### src/rtl/rr_arb4_if.sv
// Request/grant bundle between rr_arb4 and its four requesters.
interface rr_arb4_if;
  logic [3:0] req;
  logic       done;
  logic [3:0] gnt;
  logic [1:0] gnt_id;
  logic       gnt_valid;
  logic       timeout;

  modport master (output req, done, input gnt, gnt_id, gnt_valid, timeout);
  modport slave  (input req, done, output gnt, gnt_id, gnt_valid, timeout);
endinterface

### src/rtl/rr_arb4.sv
// Four-way round-robin arbiter with release on done or dropped request.
// Optional forced release after MAX_HOLD cycles when RR_ARB4_TIMEOUT_EN is defined.
module rr_arb4 #(
  parameter int MAX_HOLD = 8
) (
  input logic     clk,
  input logic     rst_n,
  rr_arb4_if.slave bus
);

  localparam logic [0:0] ST_IDLE  = 1'b0;
  localparam logic [0:0] ST_GRANT = 1'b1;

  if (MAX_HOLD < 2 || MAX_HOLD > 255) begin : g_bad_max_hold
    $error("rr_arb4: MAX_HOLD must be within 2..255");
  end

  logic [0:0] state_q, state_d;
  logic [1:0] ptr_q, ptr_d;
  logic [3:0] gnt_q, gnt_d;
  logic [1:0] gnt_id_q, gnt_id_d;
  logic       gnt_valid_q, gnt_valid_d;
  logic [1:0] win_s;
  logic       release_s;
  logic       force_s;

  // First set request bit at or above ptr, wrapping 3 -> 0.
  function automatic logic [1:0] pick_winner(input logic [3:0] r, input logic [1:0] p);
    logic [1:0] w;
    logic [1:0] idx;
    w = p;
    for (int i = 3; i >= 0; i--) begin
      idx = p + 2'(i);
      if (r[idx]) begin
        w = idx;
      end else begin
        w = w;
      end
    end
    return w;
  endfunction

  assign win_s     = pick_winner(bus.req, ptr_q);
  assign release_s = bus.done || !bus.req[gnt_id_q];

  // Next-state and grant decode.
  always_comb begin
    state_d     = state_q;
    ptr_d       = ptr_q;
    gnt_d       = gnt_q;
    gnt_id_d    = gnt_id_q;
    gnt_valid_d = gnt_valid_q;
    case (state_q)
      ST_IDLE: begin
        if (|bus.req) begin
          state_d     = ST_GRANT;
          gnt_d       = 4'b0001 << win_s;
          gnt_id_d    = win_s;
          gnt_valid_d = 1'b1;
          ptr_d       = win_s + 2'd1;
        end else begin
          gnt_d       = 4'b0000;
          gnt_id_d    = 2'd0;
          gnt_valid_d = 1'b0;
        end
      end
      ST_GRANT: begin
        if (release_s || force_s) begin
          state_d     = ST_IDLE;
          gnt_d       = 4'b0000;
          gnt_id_d    = 2'd0;
          gnt_valid_d = 1'b0;
        end else begin
          state_d = ST_GRANT;
        end
      end
      default: begin
        state_d     = ST_IDLE;
        gnt_d       = 4'b0000;
        gnt_id_d    = 2'd0;
        gnt_valid_d = 1'b0;
      end
    endcase
  end

  // Arbiter state and registered grant outputs.
  always_ff @(posedge clk or negedge rst_n) begin
    if (!rst_n) begin
      state_q     <= ST_IDLE;
      ptr_q       <= 2'd0;
      gnt_q       <= 4'b0000;
      gnt_id_q    <= 2'd0;
      gnt_valid_q <= 1'b0;
    end else begin
      state_q     <= state_d;
      ptr_q       <= ptr_d;
      gnt_q       <= gnt_d;
      gnt_id_q    <= gnt_id_d;
      gnt_valid_q <= gnt_valid_d;
    end
  end

  assign bus.gnt       = gnt_q;
  assign bus.gnt_id    = gnt_id_q;
  assign bus.gnt_valid = gnt_valid_q;

`ifdef RR_ARB4_TIMEOUT_EN
  localparam logic [7:0] HOLD_LAST = 8'(MAX_HOLD - 1);

  logic [7:0] hold_q, hold_d;
  logic       timeout_q, timeout_d;

  assign force_s = (state_q == ST_GRANT) && (hold_q == HOLD_LAST);

  // Hold counter restarts on every grant; timeout only when nothing else released.
  always_comb begin
    hold_d    = hold_q;
    timeout_d = 1'b0;
    if (state_q == ST_GRANT) begin
      if (release_s || force_s) begin
        hold_d    = 8'd0;
        timeout_d = force_s && !release_s;
      end else begin
        hold_d = hold_q + 8'd1;
      end
    end else begin
      hold_d = 8'd0;
    end
  end

  // Hold counter and timeout pulse registers.
  always_ff @(posedge clk or negedge rst_n) begin
    if (!rst_n) begin
      hold_q    <= 8'd0;
      timeout_q <= 1'b0;
    end else begin
      hold_q    <= hold_d;
      timeout_q <= timeout_d;
    end
  end

  assign bus.timeout = timeout_q;
`else
  assign force_s     = 1'b0;
  assign bus.timeout = 1'b0;
`endif

endmodule

### src/flat_wrapper.sv
// flat-port wrapper written by rule: the top's interface ports become plain ports
module rr_arb4_flat 
#(
  parameter int MAX_HOLD = 8
)
  (clk, rst_n, bus_req, bus_done, bus_gnt, bus_gnt_id, bus_gnt_valid, bus_timeout);
  rr_arb4_if bus_i ();
  input logic clk;
  input logic rst_n;
  input wire logic [$bits(bus_i.req)-1:0] bus_req;
  input wire logic [$bits(bus_i.done)-1:0] bus_done;
  output wire logic [$bits(bus_i.gnt)-1:0] bus_gnt;
  output wire logic [$bits(bus_i.gnt_id)-1:0] bus_gnt_id;
  output wire logic [$bits(bus_i.gnt_valid)-1:0] bus_gnt_valid;
  output wire logic [$bits(bus_i.timeout)-1:0] bus_timeout;
  assign bus_i.req = bus_req;
  assign bus_i.done = bus_done;
  assign bus_gnt = bus_i.gnt;
  assign bus_gnt_id = bus_i.gnt_id;
  assign bus_gnt_valid = bus_i.gnt_valid;
  assign bus_timeout = bus_i.timeout;
  rr_arb4 #(.MAX_HOLD(MAX_HOLD)) u_core (.clk(clk), .rst_n(rst_n), .bus(bus_i));
endmodule
### config.mk
export PLATFORM = sky130hd
export DESIGN_NAME = rr_arb4_flat
export DESIGN_NICKNAME = d
export VERILOG_FILES = /design/src/rtl/rr_arb4_if.sv /design/src/rtl/rr_arb4.sv /design/src/flat_wrapper.sv
export SDC_FILE = /design/constraint.sdc
export NUM_CORES = 1
export LEC_CHECK = 0
export ABC_AREA = 1
export CORE_MARGIN = 4
export CORE_UTILIZATION = 40
export CTS_BUF_LIST = sky130_fd_sc_hd__clkbuf_8
export CTS_CLUSTER_DIAMETER = 120
export CTS_CLUSTER_SIZE = 20
export DETAILED_ROUTE_END_ITERATION = 8
export DONT_BUFFER_PORTS = 1
export REMOVE_ABC_BUFFERS = 1
export SLEW_MARGIN = 40
export SYNTH_ARGS = -nofsm -noshare
export SYNTH_HDL_FRONTEND = slang
export SYNTH_SLANG_ARGS = --single-unit
export TNS_END_PERCENT = 5
### constraint.sdc
create_clock -name clk -period 1.4 [get_ports clk]
set_input_delay 0.28 -clock clk [delete_from_list [all_inputs] [get_ports clk]]
set_output_delay 0.28 -clock clk [all_outputs]
set_load 0.02 [all_outputs]
## Word-level counts from Yosys, hierarchy flattened

Cells that the tools add are included.

| word-level totals | value |
|---|---|
| register bits | 10 |
| output and inout bits | 8 |
| logic and storage cells | 46 |

| operators by class | value |
|---|---|
| $add $sub $neg | 4 |
| magnitude comparators | 5 |
| equal/unequal tests | 1 |
| shift operators | 1 |
| multiplexer cells | 25 |
| bitwise logic cells | 1 |
| reductions and logical operators | 4 |

Operator list:

| cell | number |
|---|---|
| 2-bit by 3-bit less-than comparator with 1-bit output (second input constant) | 5 |
| 2-bit 2-to-1 mux | 6 |
| 1-bit binary-select mux with 2-bit select | 5 |
| 1-bit 2-to-1 mux | 8 |
| 4-bit 2-to-1 mux | 2 |
| 4-bit one-hot mux with 2 select lines | 1 |
| 2-bit by 1-bit adder with 2-bit output (second input constant) | 2 |
| 2-bit adder (second input constant) | 2 |
| 1-bit one-hot mux with 2 select lines | 2 |
| 2-bit one-hot mux with 2 select lines | 1 |
| 4-bit OR reduction | 1 |
| 1-bit by 2-bit left shift with 4-bit output (first input constant) | 1 |
| 2-bit inequality test (second input constant) | 1 |
| 2-bit AND reduction | 1 |
| 1-bit logical NOT | 1 |
| 1-bit logical OR | 1 |
| 1-bit NOT | 1 |

## Logic depth before layout (Yosys ltp)

| depth | value |
|---|---|
| word-level depth | 10 |
| depth in mapped cells | 13 |
| mapped depth without buffers | 13 |

## Worst setup path before layout

No wires, ideal clock.

| timing path | value |
|---|---|
| kind | reg2reg |
| start point | reg u_core.ptr_q[0] |
| end point | reg u_core.ptr_q[1] |
| arrival time | 1,238 ps |
| data required time | 1,284 ps |
| path slack | 46 ps |
| stages on the path, launching flop included | 13 |
| buffers on the path | 1 |
| clock period less this slack | 1,354 ps |
| path through | dfrtp_1 -> buf_4 -> nand2_1 -> and2_4 -> nand2_2 -> nand2_1 -> clkinv_1 -> nand2_1 -> nand2_2 -> nand3_2 -> nand2_1 -> inv_1 -> nand2_1 |

| on the way | value |
|---|---|
| cells in the longest elaborated chain, start to end | 8 |
| elaborated cells on any way between the ends | 16 |
| classes of those cells | 4 x add/sub; 12 x mux |

RTL lines:

| item | RTL line | text |
|---|---|---|
| from (decl) | rr_arb4.sv:19 | `logic [1:0] ptr_q, ptr_d;` |
| from (signal assigned) | rr_arb4.sv:96 | `ptr_q <= ptr_d;` |
| 2-bit adder | rr_arb4.sv:33 | `idx = p + 2'(i);` |
| 1-bit binary-select mux with 2-bit select | rr_arb4.sv:34 | `if (r[idx]) begin` |
| 1-bit 2-to-1 mux (implied by the code) | rr_arb4.sv:34 |  |
| 2-bit 2-to-1 mux (3 in a row) | rr_arb4.sv:34 |  |
| 2-bit 2-to-1 mux (*) | rr_arb4.sv:34 |  |
| 2-bit by 1-bit adder with 2-bit output (*) | rr_arb4.sv:60 | `ptr_d = win_s + 2'd1;` |

Every way passes the cells marked *; elsewhere a longest branch is shown, timed or not. The select of a mux whose other input is x is not followed.
A chain may end at the register's enable or synchronous reset.

## Worst setup path after layout

| timing path | value |
|---|---|
| start point | reg u_core.ptr_q[0] |
| end point | reg u_core.gnt_id_q[0] (netlist: u_core.bus.gnt_id[0]) |

| on the way | value |
|---|---|
| cells in the longest elaborated chain, start to end | 9 |
| elaborated cells on any way between the ends | 17 |
| classes of those cells | 3 x add/sub; 14 x mux |

RTL lines:

| item | RTL line | text |
|---|---|---|
| 2-bit adder | rr_arb4.sv:33 |  |
| 1-bit binary-select mux with 2-bit select | rr_arb4.sv:34 |  |
| 1-bit 2-to-1 mux (implied by the code) | rr_arb4.sv:34 |  |
| 2-bit 2-to-1 mux (3 in a row) | rr_arb4.sv:34 |  |
| 2-bit 2-to-1 mux (*) | rr_arb4.sv:34 |  |
| 2-bit 2-to-1 mux (*) | rr_arb4.sv:55 | `if (\|bus.req) begin` |
| 2-bit one-hot mux with 2 select lines (*) | rr_arb4.sv:53 | `case (state_q)` |
| to (signal assigned) | rr_arb4.sv:98 | `gnt_id_q <= gnt_id_d;` |
| to (decl) | rr_arb4.sv:21 | `logic [1:0] gnt_id_q, gnt_id_d;` |

Marked as above.

==> results.yml <==
final_layout:
  num-nets-final: 125
  fill_cell_total_of_the_finished_layout: 142
  layout.cells.non_filler: 132
  finalCoreUtilization_pct: 57.7
  seqCellArea_sq_um: 251
  most_common_cell_after_layout_fill_and_taps_aside: "nand2_1"
  drive_above_1_share_pct: 36.2
  most-common-layout-cells: "nand2_1 (36), inv_1 (11), nand2_2 (11), dfrtp_1 (9), buf_4 (7)"
  multi_input_area_sq_um: 454
  area_growth_syn_to_layout_pct: 31.2
  num_antenna_cells: 0
  design_area_sq_um: 910
yosys:
  synth_edf_count: 0
  synth_cell_type_count: 21
  post_synth.cell_area_avg_sq_um: 6.60
  sequential_to_total_area_share_from_yosys_stat_pct: 36.1
  async_flop_share_pct: 100
  postSynthCellCount: 105
  yosys_most_used_dff: "dfrtp_1"
  synthesis.area_sq_um: 693
  synth.ff_latch_count: 10
  synth-warning-count: 0
route:
  drcViolationCount: 0
  vias_per_cell: 5.25
  detailedRoute.firstIterationViolations: 13
  drt_pre_antenna_iters: 4
  totalWireLength_um: 1740
  detail-route-antenna-nets: 0
  wl_per_cell_um: 13.2
  detailroute.via_count: 693
clock_tree:
  h-tree-depth: 1
  insertion_delay_ns: 0.23
  cts_inserted_buffers: 3
  clock_tree_from_tritoncts: "done"
  cts-root-buf: "clkbuf_8"
  cts.sink_count: 10
  number_of_buffers_between_clock_root_and_the_deepest_sink: 2
  clk_pin_slew_ns: 0.04
power_and_ir_drop:
  power_density_nw_per_um2: 2770
  worst_ir_drop_vdd_mv: 1.47
  power.static_leakage_nw: 0.500
setup_path:
  reg2reg_to: "u_core.bus.gnt_id[0]"
  worstReg2RegStart: "u_core.ptr_q[0]"
  worst_setup_path_end_kind: "register"
  rr_worst_depth: 12
  worstPathRequired_ns: 1.52
  ff2ff_setup_slack_ns: -0.06
  cp_max_fanout: 6
  critical_path_launch_point_type: "register"
  timing_worst_setup_path_type: "reg2reg"
  setup.worst_path.end: "u_core.bus.gnt_id[0]"
  cp-startpoint: "u_core.ptr_q[0]"
  worstPathArrival_ns: 1.58
die:
  num_io_pins: 15
  dieWidth_um: 49.6
  placement_rows: 14
  floorplan.die_area_sq_um: 2460
  floorplan.initialDensity_pct: 44.0
  design.core.area_sq_um: 1580
  die_h_um: 49.6
sta:
  final-max-slew-violation-count: 0
  finalWorstSetupSlack_ns: -0.0606
  grt_setup_unrepaired: "yes"
  report.final.setup_viol: 6
  clock_skew_after_layout_ns: 0.000862
  timing.final.hold_violations: 0
  tns_ns: -0.278
  final_period_minus_worst_setup_slack_ns: 1.46
  finalCritPeriodShare_pct: 104
  maxClockFrequency_mhz: 685
global_route:
  globalRouteTotalUtil_pct: 13.9
  grt_max_degree: 11
  grt_overflow: 0
  grt_pass1_wl_um: 2600
  grt_pass1_vias: 594
  antenna_found_initial: 0
placed_design:
  place.detailed.instances: 125
  dpl.hpwl_um: 1220
  gp_routability_congestion: 0.788
  post_place_instance_area_sq_um: 743
  placement.io_buffers: 0
run_status:
  run_status: "finished with violations"
  violations: "negative setup slack"
min_path:
  classification_of_the_worst_slack_hold_path: "in2reg"
flow_run:
  cap_violations: 0
cells by family (layout without fill, tap and decap cells):
kind of cell / count (synthesis) / in the layout / synth area share, %
simple gates: 65 / 65 / 42.8
buf+inv: 17 / 28 / 10.3
compound gates: 12 / 12 / 10.3
flops: 10 / 10 / 36.1
other cells: 1 / 1 / 0.541
critical path, cell delays in order (launching register included):
cell	delay, ns
dfrtp_1	0.41
inv_2	0.14
nand2_2	0.11
nand3_4	0.10
nand2_1	0.05
inv_1	0.04
nand2_1	0.05
nand2_2	0.11
nand2_2	0.08
nand2_4	0.07
nand2_4	0.07
nand2_1	0.06
nand2_1	0.05
per-stage QoR:
stage,total power [mW],setup slack (ns),hold WS [ns]
3_5_place_dp,1.86,-0.0699,-0.0154
3_3_place_gp,1.83,-0.0330,-0.0154
2_1_floorplan,1.52,-0.0851,-0.0156
5_1_grt,2.74,-0.194,0.331
6_report,2.52,-0.0606,0.301
4_1_cts,2.26,-0.0365,0.297
report_power, final:
group / internal (mW) / switching [mW] / total [mW]
clock network: 0.187 / 0.0966 / 0.283
logic: 0.648 / 1.02 / 1.67
registers: 0.412 / 0.153 / 0.565
total: 1.25 / 1.27 / 2.52
per-layer routing:
layer	track usage (%)	routed length, um
met5	0	0
met4	8.29	56
met3	2.71	67
met2	22.9	896
met1	16.5	723
cells in the mapped netlist, types with 3 or more instances:
master | instances | share of area [%]
dfrtp_1 | 10 | 36
nand2_2 | 3 | 2.7
inv_1 | 12 | 6.5
o21ai_0 | 3 | 2.2
nand3_1 | 5 | 3.6
nand3_2 | 3 | 4.3
nand2_1 | 47 | 25
o21ai_1 | 3 | 2.2
worst min-delay path by stage:
stage	end	cells past startpoint	from	slack, ns
4_1_cts	u_core.state_q	3	bus_done	0.30
6_report	u_core.state_q	3	bus_done	0.30
5_1_grt	u_core.state_q	3	bus_done	0.33
3_3_place_gp	u_core.bus.gnt_id[0]	0	rst_n	-0.02
3_5_place_dp	u_core.bus.gnt_id[0]	0	rst_n	-0.02
2_1_floorplan	u_core.bus.gnt[0]	0	rst_n	-0.02
what timing repair did:
action                     in CTS  in global routing
hold endpoints to repair       10                  0
buffers inserted                0                  3
setup endpoints to repair       7                  8
cloned                          0                  0
pin swaps                       0                  8
gates resized for setup         9                 18
hold buffers                    1                  0
cell type report:
class,count,area share [%]
Multi-Input combinational cell,78,49.9
Sequential cell,10,27.6
Timing Repair Buffer,10,9.35
Inverter,15,6.33
Clock buffer,3,4.54
Tap cell,16,2.20
flip-flops by register name (all words and copies together), names as in the netlist:
register and cells:
u_core.bus.gnt_valid 1, u_core.state_q 1, u_core.bus.gnt_id 2, u_core.bus.gnt 4
u_core.ptr_q 2
Power figures use the tool's default switching activity.
